**config.mk**
```make
export PLATFORM = sky130hd
export DESIGN_NAME = perceptron_accum
export DESIGN_NICKNAME = d
export VERILOG_FILES = /design/src/rtl/perceptron_accum.sv
export SDC_FILE = /design/constraint.sdc
export NUM_CORES = 1
export LEC_CHECK = 0
export CAP_MARGIN = 20
export CORE_UTILIZATION = 49
export DETAILED_ROUTE_END_ITERATION = 10
export PLACE_DENSITY = 0.77
export SLEW_MARGIN = 20
export SYNTH_ARGS = -nofsm -noshare
export SYNTH_HDL_FRONTEND = slang
export SYNTH_SLANG_ARGS = --single-unit
```
**constraint.sdc**
```tcl
create_clock -name clk -period 2.9 [get_ports clk]
set_clock_uncertainty 0.2 [all_clocks]
set_input_delay 0.29 -clock clk [delete_from_list [all_inputs] [get_ports clk]]
set_output_delay 0.29 -clock clk [all_outputs]
set_load 0.01 [all_outputs]
```
**src/rtl/perceptron_accum.sv**
```systemverilog
// Perceptron frame accumulator: sums 7-bit partial sums per frame, compares
// the total against a threshold captured on the first beat, and holds the result.
module perceptron_accum #(
  parameter int unsigned MAX_BEATS = 16
) (
  input  logic        clk,
  input  logic        reset_n,
  input  logic        in_valid,
  output logic        in_ready,
  input  logic [6:0]  in_sum,
  input  logic        in_last,
  input  logic [10:0] threshold,
  output logic        out_valid,
  input  logic        out_ready,
  output logic [10:0] out_sum,
  output logic        out_fire,
  output logic        out_trunc,
  output logic [7:0]  frame_cnt
);

  typedef enum logic {ACCUM, HOLD} state_t;

  localparam logic [4:0] LIMIT = 5'(MAX_BEATS);

  state_t      state, state_nx;
  logic [10:0] acc, acc_nx;
  logic [10:0] thr_q, thr_nx;
  logic [4:0]  beat_cnt, beat_nx;
  logic [10:0] sum_nx;
  logic        fire_nx, trunc_nx;
  logic [7:0]  frame_nx;
  logic        accept;

  assign in_ready  = (state == ACCUM);
  assign out_valid = (state == HOLD);
  assign accept    = in_valid && (state == ACCUM);

  always_ff @(posedge clk or negedge reset_n) begin
    if (!reset_n) begin
      state     <= ACCUM;
      acc       <= '0;
      thr_q     <= '0;
      beat_cnt  <= '0;
      out_sum   <= '0;
      out_fire  <= 1'b0;
      out_trunc <= 1'b0;
      frame_cnt <= '0;
    end else begin
      state     <= state_nx;
      acc       <= acc_nx;
      thr_q     <= thr_nx;
      beat_cnt  <= beat_nx;
      out_sum   <= sum_nx;
      out_fire  <= fire_nx;
      out_trunc <= trunc_nx;
      frame_cnt <= frame_nx;
    end
  end

  always_comb begin
    state_nx = state;
    acc_nx   = acc;
    thr_nx   = thr_q;
    beat_nx  = beat_cnt;
    sum_nx   = out_sum;
    fire_nx  = out_fire;
    trunc_nx = out_trunc;
    frame_nx = frame_cnt;

    if (accept) begin
      // A zero beat count marks the frame's first beat: reload, not add.
      if (beat_cnt == '0) begin
        acc_nx = {4'b0000, in_sum};
        thr_nx = threshold;
      end else begin
        acc_nx = acc + {4'b0000, in_sum};
      end
      beat_nx = beat_cnt + 5'd1;
      if (in_last || (beat_nx == LIMIT)) begin
        state_nx = HOLD;
        sum_nx   = acc_nx;
        fire_nx  = (acc_nx >= thr_nx);
        trunc_nx = !in_last;
        beat_nx  = '0;
      end
    end

    if ((state == HOLD) && out_ready) begin
      state_nx = ACCUM;
      frame_nx = frame_cnt + 8'd1;
    end
  end

endmodule
```
* Yosys cells after proc, flatten, opt, wreduce, memory -nomap -nowiden *
Index checks and enable logic that the tools add are counted.

storage, ports and cells
  register bits after elaboration = 49
  output and inout port bits = 23

cells by class
  add/subtract/negate cells = 3
  order comparisons = 1
  eq/ne operators = 1
  multiplexer cells = 8
  bitwise operators = 1
  reductions and logical operators = 9

operators by type and width
  operator                                                        number
  11-bit two-way mux                                              4
  11-bit by 7-bit adder with 11-bit output                        1
  11-bit >= comparator                                            1
  8-bit by 1-bit adder with 8-bit output (second input constant)  1
  5-bit by 1-bit adder with 5-bit output (second input constant)  1
  5-bit == test (second input constant)                           1
  5-bit logical NOT                                               1
  5-bit two-way mux                                               1
  2-bit AND reduction                                             2
  2-bit nonzero test                                              2
  1-bit two-way mux                                               3
  1-bit logical AND                                               2
  1-bit logical NOT                                               1
  1-bit logical OR                                                1
  1-bit NOT                                                       1

* Depth between registers and ports, before layout *
Gate-level depths: netlist of the first run.

  depth in word-level cells = 6
  gate-level depth with buffers = 13
  mapped depth without buffers = 13

* Worst setup path before layout of the first run *
OpenSTA, ideal clock, no wires.

  path type = reg2reg
  from = register acc[0]
  to = register out_fire
  setup time = 136 ps
  arrival = 2527 ps
  setup slack = 37 ps
  stages on the path, launching flop included = 14
  buffers on the path = 0
  cells stage by stage = dfrtp_1 > ha_1 > inv_1 > fa_1 > nor2b_1 > o31a_1 > o311a_1 > xnor2_1 > nor2_1 > ha_1 > a21o_1 > a21o_1 > a21oi_1 > a31oi_1

on the way
  word-level cells in the longest chain between the ends = 4

ends and longest elaborated chain
  element                                   line  source
  start: declaration                        26    logic [10:0] acc, acc_nx;
  start signal: assignment                  50    acc <= acc_nx;
  11-bit by 7-bit adder with 11-bit output  76    acc_nx = acc + {4'b0000, in_sum};
  11-bit two-way mux                        72    if (beat_cnt == '0) begin
  11-bit two-way mux                        70    if (accept) begin
  11-bit >= comparator                      82    fire_nx = (acc_nx >= thr_nx);
  end signal: assignment                    54    out_fire <= fire_nx;
  end: declaration                          16    output logic out_fire,

Every way passes these cells. The select of a mux whose other input is x is not followed.
A chain may end at the register's enable or synchronous reset.

* Worst setup path in the final report of the first run *
Ends and elaborated chain as after synthesis.

==> results of run 1 <==
## layer usage
layer	routed length [microns]	vias up	GRT usage (%)
li1	-	1167	-
met1	3000	1152	32.15
met2	3250	57	39.13
met3	301	11	3.218
met4	84	0	6.667
met5	0	-	0
## worst max-delay path by stage
| stage | start | end | slack [ns] | cells after the start |
|---|---|---|---|---|
| final | acc[0]$_DFFE_PN0P_ | out_fire$_DFFE_PN0P_ | -0.08 | 13 |
| after floorplan | acc[0]$_DFFE_PN0P_ | out_fire$_DFFE_PN0P_ | 0.04 | 13 |
| after global routing | acc[0]$_DFFE_PN0P_ | out_fire$_DFFE_PN0P_ | -0.22 | 13 |
| after CTS | acc[0]$_DFFE_PN0P_ | out_fire$_DFFE_PN0P_ | -0.05 | 13 |
| after detailed placement | in_sum[0] | out_fire$_DFFE_PN0P_ | -0.54 | 14 |
| after global placement | in_sum[0] | out_fire$_DFFE_PN0P_ | -0.42 | 14 |
## stage by stage
step / setup WS [ns] / hold WS (ns) / instances / power (W) / setup TNS, ns
6_report: -0.07747 / 0.2066 / 437 / 0.003849 / -0.07747
5_1_grt: -0.2239 / 0.2339 / 437 / 0.004144 / -0.2239
4_1_cts: -0.05110 / 0.2117 / 435 / 0.003816 / -0.05110
3_5_place_dp: -0.5362 / 0.002686 / 422 / 0.003327 / -0.5362
3_3_place_gp: -0.4221 / 0.003644 / 422 / 0.003249 / -0.4221
2_1_floorplan: 0.03728 / -0.2056 / 277 / 0.002404 / 0
## repair_timing
action / CTS / global route
cloned: 0 / 0
buffers inserted: 5 / 2
hold endpoints to repair: 13 / 0
pin swaps: 11 / 12
gates resized for setup: 10 / 1
setup endpoints to repair: 1 / 1
hold buffers: 1 / 0
## critical path, cell delays in order (launching register included)
cell and delay, ns:
dfrtp_1 0.39, ha_2 0.18, inv_2 0.06, fa_2 0.21, nor2b_2 0.05, o31a_1 0.30
o311a_1 0.40, xnor2_2 0.18, nor2_1 0.07, ha_1 0.29, a21o_1 0.17, a21o_1 0.16
a21oi_2 0.11, a31oi_1 0.08
## cell usage after synthesis, types with 2 or more instances
library cell	number	share of area [%]
mux2_4	2	1.0
nor2_4	2	0.78
xnor2_1	9	2.7
buf_6	3	1.2
nor3_1	3	0.52
mux2_2	7	2.7
o21a_1	3	0.78
a31oi_1	2	0.43
dfrtp_1	49	42
mux2i_2	2	0.95
o211ai_1	2	0.52
nor2_2	2	0.43
a41oi_1	2	0.61
nand3_1	11	1.9
o31ai_1	4	1.0
a21oi_1	21	3.6
xor2_1	5	1.5
nand2_1	19	2.5
o2bb2ai_1	3	0.91
o311a_1	2	0.69
buf_2	3	0.52
mux2_1	2	0.78
o21ai_0	13	2.3
inv_1	7	0.91
o21ai_1	2	0.35
clkbuf_1	4	0.52
mux2i_1	10	3.5
nand4_1	2	0.43
nand2b_1	4	0.87
a22o_1	2	0.61
ha_1	21	9.1
nor2b_1	4	0.87
nor2_1	25	3.3
and3_1	2	0.43
a21o_1	3	0.78
a21oi_2	3	0.91
## sequential cells by signal, summed over array words and instances, names as in the netlist
register / count
out_trunc: 1
frame_cnt: 8
out_sum: 11
out_fire: 1
acc: 11
thr_q: 11
beat_cnt: 5
out_valid: 1
## logic make-up (layout without fill, tap and decap cells)
group	Yosys count	count (layout)	share of synthesized area (%)
AND/OR/NAND/NOR	80	80	14.40
AO/OA/AOI/OAI	71	71	16.83
flip-flops	49	49	42.50
multiplexers	23	23	8.977
adder cells (fa/ha/maj)	22	22	9.800
buffers and inverters	18	106	3.252
XOR/XNOR	14	14	4.250
## power groups by stage
stage	Combinational [W]	Clock (W)	Sequential, W
after CTS	0.00226	0.000411	0.00114
after global routing	0.00253	0.000443	0.00117
after global placement	0.00211	0	0.00114
final	0.00230	0.000409	0.00114
after floorplan	0.00126	0	0.00114
after detailed placement	0.00218	0	0.00115
## area by class of cell
cell class	count	area, sq um
clock buffer	7	86.33
tap	72	90.09
sequential	49	1226
timing repair buffer	92	810.8
multi-input combinational	210	1613
fill	432	1722
inverter	7	26.28
==> load_flow_metrics.sql, run 1 <==
INSERT INTO impl_metrics (metric_group, metric, value, unit) VALUES
('routing', 'postRouteWirelength', '6635', 'microns'),
('place', 'count_of_buffers_from_port_buffering', '45', ''),
('floorplan', 'die-width', '78.74', 'microns'),
('finish', 'nets', '410', ''),
('min_path', 'min-delay-path-class', 'in2async', ''),
('timing', 'timing_max_transition_violations_final', '0', ''),
('timing', 'finalSetupViolations', '1', ''),
('synthesis', 'ys_dominant_reg_cell', 'dfrtp_1', ''),
('timing', 'final_critical_path_setup_slack', '-0.07747', 'ns'),
('pwr', 'cellPowerDensity', '999.1', 'nW/um^2'),
('worst_setup_path', 'rr_worst_depth', '13', ''),
('worst_setup_path', 'setup.worst_path.class', 'reg2reg', ''),
('clock_tree', 'cts_buffer_depth', '2', ''),
('run_status', 'run_status', 'finished, violations left', ''),
('clock_tree', 'numCtsBuffers', '5', ''),
('synthesis', 'synth_sequential_area_ratio', '42.50', '%'),
('synthesis', 'async_reset_ff_share', '100.0', '%'),
('synthesis', 'synth.net_count', '322', ''),
('pwr', 'static_leakage', '1.720', 'nW'),
('global_route', 'antenna_found_initial', '0', ''),
('synthesis', 'syn-instance-count', '277', ''),
('floorplan', 'initial_utilization', '51.76', '%'),
('flow_run', 'max-cap-violations', '0', ''),
('clock_tree', 'cts.sinks', '49', ''),
('pwr', 'p_sw', '0.001498', 'W'),
('worst_setup_path', 'highest_net_fanout_along_the_worst_path', '2', ''),
('routing', 'post_route_drc_violation_count', '0', ''),
('global_route', 'global_route.overflow_total', '0', ''),
('finish', 'stdcell_area', '3852', 'sq um'),
('floorplan', 'core_region_area', '5574', 'sq um'),
('synthesis', 'synthDistinctLibCells', '53', ''),
('pwr', 'seq_power_share', '29.6', '%'),
('finish', 'antenna-diode-count', '0', ''),
('run_status', 'failed_checks', 'negative setup slack', ''),
('global_route', 'globalRouteTotalUtil', '23.54', '%'),
('clock_tree', 'clk_latency', '0.30', 'ns'),
('global_route', 'largest_net_degree_at_the_start_of_global_routing', '37', ''),
('synthesis', 'syn_area_per_cell', '10.42', 'sq um'),
('worst_setup_path', 'critPathCaptureType', 'flop', ''),
('routing', 'vias_per_cell', '5.462', ''),
('place', 'postPlaceCellArea', '3661', 'sq um'),
('floorplan', 'floorplan.die_area', '6199', 'sq um'),
('pwr', 'power_frac_clock', '10.6', '%'),
('floorplan', 'io_pins', '46', ''),
('routing', 'drt.antenna.violating_nets', '0', ''),
('place', 'post-dp-hpwl', '4908', 'microns'),
('timing', 'final_period_minus_worst_setup_slack', '2.977', 'ns'),
('timing', 'slew_headroom', '69.46', '%'),
('finish', 'syn2layout_area_growth', '33.52', '%'),
('global_route', 'global_route_wire_length_before_repair', '11300', 'microns'),
('worst_setup_path', 'critical_path.reg2reg.endpoint', 'out_fire$_DFFE_PN0P_', ''),
('finish', 'drive_gt1_share', '24.38', '%'),
('timing', 'finalCritPeriodShare', '102.7', '%'),
('timing', 'grt_setup_unrepaired', 'true', ''),
('clock_tree', 'cts-htree-levels', '2', ''),
('pwr', 'comb_power_share', '59.7', '%'),
('routing', 'vias', '2387', ''),
('worst_setup_path', 'required', '2.88', 'ns'),
('timing', 'clock.fmax', '335.9', 'MHz'),
('routing', 'drt-pass1-iter-count', '4', ''),
('timing', 'timing_worst_slew_pin_value', '0.4580', 'ns'),
('clock_tree', 'cts-root-buf', 'clkbuf_8', ''),
('worst_setup_path', 'worst_r2r_startpoint', 'acc[0]$_DFFE_PN0P_', ''),
('place', 'gpl.final_weighted_congestion', '0.8773', ''),
('routing', 'starting_drt_drc_count', '161', ''),
('synthesis', 'synth-warning-count', '0', ''),
('clock_tree', 'cts.clk_slew.worst_paths', '0.09', 'ns'),
('synthesis', 'synth-edff-count', '0', ''),
('worst_setup_path', 'r2r_slack', '-0.08', 'ns'),
('finish', 'utilization', '69.11', '%'),
('synthesis', 'yosys_register_bits', '49', ''),
('synthesis', 'post_synth_instance_area', '2885', 'sq um'),
('finish', 'layout_common_cells', '49 x dfrtp_1, 45 x buf_4, 42 x clkdlybuf4s50_1, 25 x nor2_1', ''),
('global_route', 'vias_in_the_first_global_route', '2414', ''),
('pwr', 'power.share.switching', '38.93', '%'),
('floorplan', 'fp-row-count', '27', ''),
('worst_setup_path', 'worstPathArrival', '2.96', 'ns'),
('routing', 'wl_per_cell', '15.18', 'microns'),
('timing', 'final_hold_viol_count', '0', ''),
('clock_tree', 'cts_tree', 'done', ''),
('floorplan', 'die_h', '78.74', 'microns'),
('finish', 'layout.cells.most_common', 'dfrtp_1', ''),
('worst_setup_path', 'worstSetupStartpointType', 'flop', ''),
('pwr', 'intPower', '0.002351', 'W'),
('pwr', 'power.ir.vdd_worst', '0.5334', 'mV');
No activity file was read; power rests on OpenSTA's default activity.
==> run 2: changes to the inputs <==
Settings changed: CAP_MARGIN 20 to not set.
==> results of run 2 <==
Same layout as run 1: the final DEF is identical, and so are final timing and power.
